File: config.mk
export PLATFORM = sky130hd
export DESIGN_NAME = rob_id_alloc_ctrl
export DESIGN_NICKNAME = d
export VERILOG_FILES = /design/src/rtl/rob_id_alloc_ctrl.sv
export SDC_FILE = /design/constraint.sdc
export NUM_CORES = 1
export LEC_CHECK = 0
export ABC_AREA = 1
export BUFFER_PORTS_ARGS = -buffer_cell sky130_fd_sc_hd__buf_2
export CORE_MARGIN = 4
export CORE_UTILIZATION = 56
export CTS_CLUSTER_DIAMETER = 200
export DETAILED_ROUTE_END_ITERATION = 10
export GPL_TIMING_DRIVEN = 0
export PLACE_DENSITY = 0.95
export SYNTH_ARGS = -nofsm -noshare
export SYNTH_HDL_FRONTEND = slang
export SYNTH_SLANG_ARGS = --single-unit
File: constraint.sdc
create_clock -name clk -period 5.2 [get_ports clk]
set_input_delay 0.52 -clock clk [delete_from_list [all_inputs] [get_ports clk]]
set_output_delay 0.52 -clock clk [all_outputs]
set_load 0.05 [all_outputs]
File: src/rtl/rob_id_alloc_ctrl.sv
// ROB unique-ID allocator front end: round-robin alloc arbitration, free queue, alloc/free slot sharing.
// Optional macro ROB_FREE_BYPASS_EN: an empty queue lets an incoming free issue in the same cycle.
module rob_id_alloc_ctrl #(
    parameter int NUM_REQ    = 4,
    parameter int ID_WIDTH   = 4,
    parameter int FREE_DEPTH = 4,
    parameter int FREE_BURST = 3,
    localparam int REQ_IDX_W = (NUM_REQ > 1) ? $clog2(NUM_REQ) : 1
) (
    input  logic                         clk,
    input  logic                         rst,
    input  logic [NUM_REQ-1:0]           req_valid,
    input  logic [NUM_REQ*ID_WIDTH-1:0]  req_orig_id,
    output logic [NUM_REQ-1:0]           req_ready,
    output logic                         rsp_valid,
    output logic [REQ_IDX_W-1:0]         rsp_idx,
    output logic [ID_WIDTH-1:0]          rsp_unique_id,
    output logic                         alloc_req,
    output logic [ID_WIDTH-1:0]          alloc_orig_id,
    input  logic                         alloc_gnt,
    input  logic [ID_WIDTH-1:0]          alloc_unique_id,
    input  logic                         alloc_full,
    input  logic                         free_in_valid,
    input  logic [ID_WIDTH-1:0]          free_in_id,
    output logic                         free_in_ready,
    output logic                         free_req,
    output logic [ID_WIDTH-1:0]          free_id,
    input  logic [ID_WIDTH-1:0]          free_restored_id,
    output logic                         free_rsp_valid,
    output logic [ID_WIDTH-1:0]          free_rsp_orig_id
);

    localparam int PTR_W    = (FREE_DEPTH > 1) ? $clog2(FREE_DEPTH) : 1;
    localparam int CNT_W    = PTR_W + 1;
    localparam int STARVE_W = $clog2(FREE_BURST + 1);

    logic [REQ_IDX_W-1:0] rr_ptr;
    logic                 lock_vld;
    logic [REQ_IDX_W-1:0] lock_idx;
    logic [STARVE_W-1:0]  starve_cnt;
    logic [ID_WIDTH-1:0]  fifo_mem [FREE_DEPTH];
    logic [PTR_W-1:0]     rd_ptr;
    logic [PTR_W-1:0]     wr_ptr;
    logic [CNT_W-1:0]     fifo_cnt;

    logic                 alloc_pending;
    logic                 free_pending;
    logic                 fifo_empty;
    logic                 bypass_cand;
    logic                 bypass_use;
    logic                 free_slot;
    logic                 alloc_slot;
    logic                 starve_max;
    logic                 grant;
    logic                 push;
    logic                 pop;
    logic                 sel_found;
    logic [REQ_IDX_W-1:0] sel;
    logic [REQ_IDX_W-1:0] sel_next;

    assign fifo_empty    = (fifo_cnt == CNT_W'(0));
    assign free_in_ready = (fifo_cnt != CNT_W'(FREE_DEPTH));
    assign alloc_pending = (|req_valid) & ~alloc_full;
    assign starve_max    = (starve_cnt == STARVE_W'(FREE_BURST));

`ifdef ROB_FREE_BYPASS_EN
    assign bypass_cand = fifo_empty & free_in_valid;
`else
    assign bypass_cand = 1'b0;
`endif

    // Slot arbitration: frees win unless an alloc has waited through a full free burst.
    always_comb begin
        free_pending = ~fifo_empty | bypass_cand;
        free_slot    = ~rst & free_pending & ~(alloc_pending & starve_max);
        alloc_slot   = ~rst & ~free_slot & alloc_pending;
        bypass_use   = free_slot & bypass_cand;
        alloc_req    = alloc_slot;
        free_req     = free_slot;
        grant        = alloc_slot & alloc_gnt;
        push         = free_in_valid & free_in_ready & ~bypass_use;
        pop          = free_slot & ~bypass_use;
        if (bypass_use) begin
            free_id = free_in_id;
        end else begin
            free_id = fifo_mem[rd_ptr];
        end
    end

    // Requester selection: a locked requester keeps priority, else first valid from rr_ptr.
    always_comb begin
        sel       = rr_ptr;
        sel_found = 1'b0;
        for (int k = 0; k < NUM_REQ; k++) begin
            int cand;
            cand = int'(rr_ptr) + k;
            if (cand >= NUM_REQ) begin
                cand = cand - NUM_REQ;
            end else begin
                cand = cand;
            end
            if (!sel_found && req_valid[cand]) begin
                sel_found = 1'b1;
                sel       = REQ_IDX_W'(cand);
            end else begin
                sel_found = sel_found;
            end
        end
        if (lock_vld) begin
            sel = lock_idx;
        end else begin
            sel = sel;
        end
        if (sel == REQ_IDX_W'(NUM_REQ - 1)) begin
            sel_next = '0;
        end else begin
            sel_next = sel + REQ_IDX_W'(1);
        end
        alloc_orig_id = req_orig_id[int'(sel)*ID_WIDTH +: ID_WIDTH];
        req_ready     = '0;
        if (grant) begin
            req_ready[sel] = 1'b1;
        end else begin
            req_ready = '0;
        end
    end

    // Arbitration state: round-robin pointer, lock and free-burst counter.
    always_ff @(posedge clk) begin
        if (rst) begin
            rr_ptr     <= '0;
            lock_vld   <= 1'b0;
            lock_idx   <= '0;
            starve_cnt <= '0;
        end else begin
            if (grant) begin
                rr_ptr   <= sel_next;
                lock_vld <= 1'b0;
            end else if (|req_valid) begin
                lock_vld <= 1'b1;
                lock_idx <= sel;
            end
            if (grant || !alloc_pending) begin
                starve_cnt <= '0;
            end else if (free_req && !starve_max) begin
                starve_cnt <= starve_cnt + STARVE_W'(1);
            end
        end
    end

    // Free queue pointers and occupancy; power-of-two depth lets pointers wrap naturally.
    always_ff @(posedge clk) begin
        if (rst) begin
            rd_ptr   <= '0;
            wr_ptr   <= '0;
            fifo_cnt <= '0;
        end else begin
            if (push) begin
                wr_ptr <= wr_ptr + PTR_W'(1);
            end
            if (pop) begin
                rd_ptr <= rd_ptr + PTR_W'(1);
            end
            case ({push, pop})
                2'b10:   fifo_cnt <= fifo_cnt + CNT_W'(1);
                2'b01:   fifo_cnt <= fifo_cnt - CNT_W'(1);
                default: fifo_cnt <= fifo_cnt;
            endcase
        end
    end

    // Free queue storage.
    always_ff @(posedge clk) begin
        if (push) begin
            fifo_mem[wr_ptr] <= free_in_id;
        end
    end

    // Registered completions for alloc and free.
    always_ff @(posedge clk) begin
        if (rst) begin
            rsp_valid        <= 1'b0;
            rsp_idx          <= '0;
            rsp_unique_id    <= '0;
            free_rsp_valid   <= 1'b0;
            free_rsp_orig_id <= '0;
        end else begin
            rsp_valid      <= grant;
            free_rsp_valid <= free_req;
            if (grant) begin
                rsp_idx       <= sel;
                rsp_unique_id <= alloc_unique_id;
            end
            if (free_req) begin
                free_rsp_orig_id <= free_restored_id;
            end
        end
    end

endmodule

== After elaboration in Yosys (flattened, before gate mapping) ==
Memory sizes are Yosys's and may differ from the RTL's. A register that Yosys moved wholly into a read port is not among the register bits.
Index checks and enable logic that the tools add are counted.

* Register bits: 26
* Bits in writable memories: 16
* Input port bits: 37
* Output and inout bits: 27
* Logic and storage cells: 106
* Memories: 1

* Add/subtract/negate cells: 13
* Order comparisons: 10
* Equality and inequality tests: 5
* Shift-type cells: 1
* Mux-type cells: 33
* Bitwise logic cells: 14
* Reduce and logical (&&, ||, !) cells: 17

{| class="wikitable"
|+ Memory list
! name !! words !! width !! rd ports !! clocked after Yosys merged registers in !! wr ports !! line !! text
|-
| fifo_mem || 4 || 4 || 1 || 1 || 1 || 41 || <nowiki>logic [ID_WIDTH-1:0] fifo_mem [FREE_DEPTH];</nowiki>
|}

{| class="wikitable"
|+ Operator list
! kind !! number
|-
| less-than comparator 32 x 4 -> 1 bit, second input constant || 4
|-
| two-way mux 32 bit || 4
|-
| two-way mux 2 bit || 8
|-
| variable part select 16 x 5 -> 4 bit || 1
|-
| two-way mux 1 bit || 14
|-
| subtractor 3 x 3 -> 4 bit, second input constant || 3
|-
| greater-or-equal comparator 3 bit, second input constant || 3
|-
| adder 2 x 1 -> 2 bit, second input constant || 4
|-
| AND 1 bit || 8
|-
| binary-select mux 1 bit (select 2 bit) || 4
|-
| adder 2 x 2 -> 3 bit, second input constant || 2
|-
| == test 2 bit, second input constant || 3
|-
| inverter 1 bit || 6
|-
| one-hot mux 3 bit (2 select lines) || 1
|-
| logical AND 1 bit || 5
|-
| logical NOT 1 bit || 5
|-
| two-way mux 4 bit || 1
|-
| OR reduction 2 bit || 2
|-
| OR reduction 4 bit || 1
|-
| subtractor 2 x 3 -> 4 bit, second input constant || 1
|-
| adder 2 x 1 -> 3 bit, second input constant || 1
|-
| adder 3 x 1 -> 3 bit, second input constant || 1
|-
| greater-or-equal comparator 2 x 3 -> 1 bit, second input constant || 1
|-
| logical NOT 3 bit || 1
|-
| 9 further kinds || 9
|}

== Depth between registers and ports, before layout ==
* Depth in word-level cells: 21
* Mapped depth: 16
* Depth with buffers taken out: 16

== Least setup slack after synthesis ==
OpenSTA, ideal clock, no wires.

* Kind: input-to-output
* From: input port req_valid[2]
* To: output port alloc_req
* Data arrival time: 2.655 ns
* Required time: 4.680 ns
* Slack: 2.025 ns
* Stages on the path: 6
* Path buffers: 0
* Cells stage by stage: inv_1 -> nand4_1 -> nand3_1 -> nand2_1 -> clkinv_1 -> nor3_1

* Word-level cells in the longest chain between the ends: 8

{| class="wikitable"
|+ RTL lines
! what !! line !! text
|-
| start: declaration || 12 || <nowiki>input logic [NUM_REQ-1:0] req_valid,</nowiki>
|-
| OR reduction 4 bit || 63 || <nowiki>assign alloc_pending = (|req_valid) & ~alloc_full;</nowiki>
|-
| AND 1 bit || 63 ||
|-
| AND 1 bit || 75 || <nowiki>free_slot = ~rst & free_pending & ~(alloc_pending & starve_max);</nowiki>
|-
| inverter 1 bit || 75 ||
|-
| AND 1 bit || 75 ||
|-
| net free_req || 26 || <nowiki>output logic free_req,</nowiki>
|-
| inverter 1 bit || 76 || <nowiki>alloc_slot = ~rst & ~free_slot & alloc_pending;</nowiki>
|-
| AND 1 bit (2 in a row) || 76 ||
|-
| end: declaration || 18 || <nowiki>output logic alloc_req,</nowiki>
|}

The timed path passes the listed nets, and every way through them passes these cells.

== Worst setup path after layout ==
* From: register rr_ptr[1]
* To: output port req_ready[0]

* Word-level cells in the longest chain between the ends: 21
* Elaborated cells between the ends (all ways): 47
* Classes of those cells: add/sub (7); order compare (6); mux (27); reduce/logical (7)

{| class="wikitable"
|+ RTL lines
! what !! line !! text
|-
| start: declaration || 37 || <nowiki>logic [REQ_IDX_W-1:0] rr_ptr;</nowiki>
|-
| start signal: assignment || 137 || <nowiki>rr_ptr <= sel_next;</nowiki>
|-
| parallel branches: the longest is 14 deep, another holds subtractor 3 x 3 -> 4 bit || - ||
|-
| two-way mux 2 bit * || 102 || <nowiki>if (!sel_found && req_valid[cand]) begin</nowiki>
|-
| two-way mux 2 bit * || 109 || <nowiki>if (lock_vld) begin</nowiki>
|-
| net sel[0] || 58 || <nowiki>logic [REQ_IDX_W-1:0] sel;</nowiki>
|-
| less-than comparator 2 x 3 -> 1 bit (implied by the code) or greater-or-equal comparator 2 x 1 -> 1 bit (tied branches) || 122 || <nowiki>req_ready[sel] = 1'b1;</nowiki>
|-
| logical AND 1 bit (implied by the code) || 122 ||
|-
| two-way mux 1 bit (implied by the code) || 122 ||
|-
| demux 1 bit (select 2 bit) * || 122 ||
|-
| two-way mux 4 bit * || 121 || <nowiki>if (grant) begin</nowiki>
|-
| end: declaration || 14 || <nowiki>output logic [NUM_REQ-1:0] req_ready,</nowiki>
|}

Mark *: on every way through the listed nets, which the timed path passes. The select of a mux whose other input is x is not followed.

==> flow_summary.json <==
{
  "setup_tns_ps": 0,
  "placementRows": 23,
  "numPortBuffers": 63,
  "cts_root_buf": "clkbuf_8",
  "cap_violations": 0,
  "rr_startpoint": "starve_cnt[0]",
  "setup_ws_ps": 2240,
  "final_cell_mix": "nand2_1 (98), buf_2 (64), inv_1 (41)",
  "drtIter0Drc": 140,
  "top_layer_used": "met4",
  "cts-buffers-inserted": 5,
  "crit_top_cell": "nand2_2",
  "drive_above_1_share": 0.231,
  "core_area_mm2": 0.00403,
  "grt_pass1_wl_mm": 8.44,
  "cp-end-kind": "output port",
  "hold_path_class": "in2reg",
  "syn-instance-count": 314,
  "cpPeakStageDelay_ps": 480,
  "finClkSkew_ps": 4.98,
  "vdd_ir_drop_max_uv": 307,
  "hold_start": "free_in_id[1]",
  "place_ws_ps": 2410,
  "synth_area_leaders": "dfxtp_1 (24%), edfxtp_1 (21%), nand2_1 (16%), inv_1 (6.6%), ha_1 (5.3%)",
  "wl_per_cell_um": 11.4,
  "ys_warn_count": 0,
  "seq_area_frac_synth": 0.445,
  "grt_max_degree": 14,
  "min_delay_path_depth": 1,
  "synthFlopType": "dfxtp_1",
  "dr.pass1.iters": 4,
  "avgSynthCellArea_um2": 7.45,
  "grt_pass1_vias": 1960,
  "antenna_found_initial": 0,
  "path_delay_family": "simple AND/OR/NAND/NOR gates",
  "ios": 64,
  "gp_congestion": 0.819,
  "powerDensity_mw_per_mm2": 484,
  "seqPwrFrac": 0.323,
  "ys_types": 31,
  "die_h_um": 72.6,
  "area_delta_synth_final_pct": 21.1,
  "num-nets-final": 432,
  "synth_top_area_share": 0.240,
  "insertion_delay_ps": 290,
  "drcViolationCount": 0,
  "clk_pin_slew_ps": 80,
  "critPathBufInv": 6,
  "htree_levels": 2,
  "synthArstFlopShare": 0,
  "layout_commonest_cell": "nand2_1",
  "fp.dieW_um": 72.6,
  "internal_power_uw": 752,
  "clock-sinks": 44,
  "r2r_slack_ps": 2770,
  "dieArea_mm2": 0.00528,
  "hold_viol": 0,
  "fin_util": 0.703,
  "n_antenna_cell": 0,
  "clockBufferDepth": 2,
  "clock.fmax_mhz": 338,
  "reg2reg_to": "fifo_cnt[2]",
  "drv_slew": 0,
  "cp_max_fo": 11,
  "cts_resized": 0,
  "slew_headroom": 0.708,
  "cts_tree": "done",
  "dpl.hpwl_mm": 3.82,
  "syn-num-nets": 362,
  "netlist_area_mm2": 0.00234,
  "synth-edff-count": 16,
  "clkPwrFrac": 0.190,
  "cts_hold_buf": 0,
  "p_leak_nw": 1.44,
  "slowest_stage": "dfxtp_1",
  "viasPerCell": 4.97,
  "finalSetupViolCount": 0,
  "worstSetupPathType": "reg2out",
  "crit_path_cell_trace": "inv_2 -> nand2_2 -> nand2_2 -> nand2_1 -> nand2_1 -> nand2_1 -> inv_1 -> nand2_2 -> nand2_2 -> nand3_4 -> nand2_4 -> buf_8 -> inv_1 -> ha_1 -> inv_1 -> nor2_1 -> buf_2",
  "met3WireLength_um": 350,
  "route.vias.total": 2163,
  "worstPathRequired_ps": 4680,
  "combPwrFrac": 0.487,
  "wirelength_mm": 4.94,
  "period_needed_ps": 2960,
  "p_sw_uw": 619,
  "start_kind": "flop",
  "detail-route-antenna-nets": 0,
  "cp.arrival_ps": 2440,
  "postCtsSetupRepairBufs": 0,
  "min_period_over_period": 0.569,
  "initial_utilization": 0.581,
  "grt.total_usage": 0.201,
  "wl_met1_mm": 2.01,
  "yosysTopAreaCell": "dfxtp_1",
  "ys_seq_elements": 44,
  "whs_endpoint": "fifo_mem[3][1]",
  "rsz0062_at_grt": "false",
  "dr_wl_met2_mm": 2.53,
  "gr-total-overflow": 0,
  "netSwitchingFraction": 0.451,
  "status": "finished, final reports clean",
  "worstMarginPinSlew_ps": 438,
  "reg2regPathDepth": 10
}
-- synthesized netlist by cell type (2+ instances only) --
cell and instances:
nor2_1 33, edfxtp_1 16, nand2_2 8, nand3_1 23, clkbuf_1 3, inv_1 41, nor3b_1 3, ha_1 10
a211oi_1 2, o21ai_1 2, o21ai_0 10, nand2_1 98, o22ai_1 5, a21oi_1 11, dfxtp_1 28, inv_2 4
nor3_1 3
-- logic make-up (layout without fill, tap and decap cells) --
logic type,after synthesis,in the layout,share of synthesized area
AND/OR/NAND/NOR,173,173,0.317
buffers and inverters,52,123,0.0920
flip-flops,44,44,0.445
AO/OA/AOI/OAI,33,33,0.0802
adder cells (fa/ha/maj),11,11,0.0620
XOR/XNOR,1,1,0.00374
-- how the worst max path moves through the flow --
stage / from / to / depth (start not counted)
floorplan: req_valid[2] / alloc_req / 6
global placement: req_valid[3] / req_ready[1] / 16
detailed placement: req_valid[2] / fifo_cnt[2] / 12
CTS: rr_ptr[1] / req_ready[0] / 17
global route: rr_ptr[1] / req_ready[2] / 17
finish: rr_ptr[1] / req_ready[0] / 17
-- cell type report --
class | instances | area, um^2
fillers | 297 | 1190
flip-flops and latches | 44 | 1040
repair buffers | 63 | 315
clock buffers | 6 | 82.6
well taps | 50 | 62.6
clock inverters | 2 | 33.8
plain buffers | 6 | 42.5
multi-input cells | 218 | 1080
inverters | 46 | 173
-- power by group through the flow --
| stage | combinational [mW] | sequential, mW | clock [mW] |
|---|---|---|---|
| after CTS | 0.669 | 0.443 | 0.266 |
| final | 0.667 | 0.443 | 0.260 |
| after floorplan | 0.480 | 0.492 | 0 |
| after global placement | 0.645 | 0.448 | 0 |
| after global routing | 0.736 | 0.450 | 0.279 |
| after detailed placement | 0.667 | 0.450 | 0 |
-- stage by stage --
stage	power, mW	instances	hold WS [ps]	area (um^2)
final	1.37	435	444	2830
after global placement	1.09	427	450	2720
after global routing	1.46	435	432	2830
after CTS	1.38	435	438	2830
after floorplan	0.972	314	440	2340
after detailed placement	1.12	427	459	2720
-- worst register-to-register path, cell delays in order (launching register included) --
cell	delay, ps
dfxtp_1	360
ha_1	190
nand3_1	80
nand2_1	250
clkinv_1	320
ha_1	340
fa_1	410
nor2_1	160
nor2_1	60
nor2_1	90
nor3_1	50
-- metal layers --
metal,vias up,track usage
met5,-,0
met4,0,0.0615
met3,6,0.0441
met2,64,0.372
met1,966,0.229
li1,1127,-
-- state kept, by name, summed over array words and instances (netlist names), named ones only --
register          cells
lock_vld              1
rd_ptr                2
rsp_idx               2
starve_cnt            2
lock_idx              2
rsp_valid             1
wr_ptr                2
rr_ptr                2
free_rsp_valid        1
fifo_cnt              3
fifo_mem             16
rsp_unique_id         4
free_rsp_orig_id      4
No activity file was read; power rests on OpenSTA's default activity.
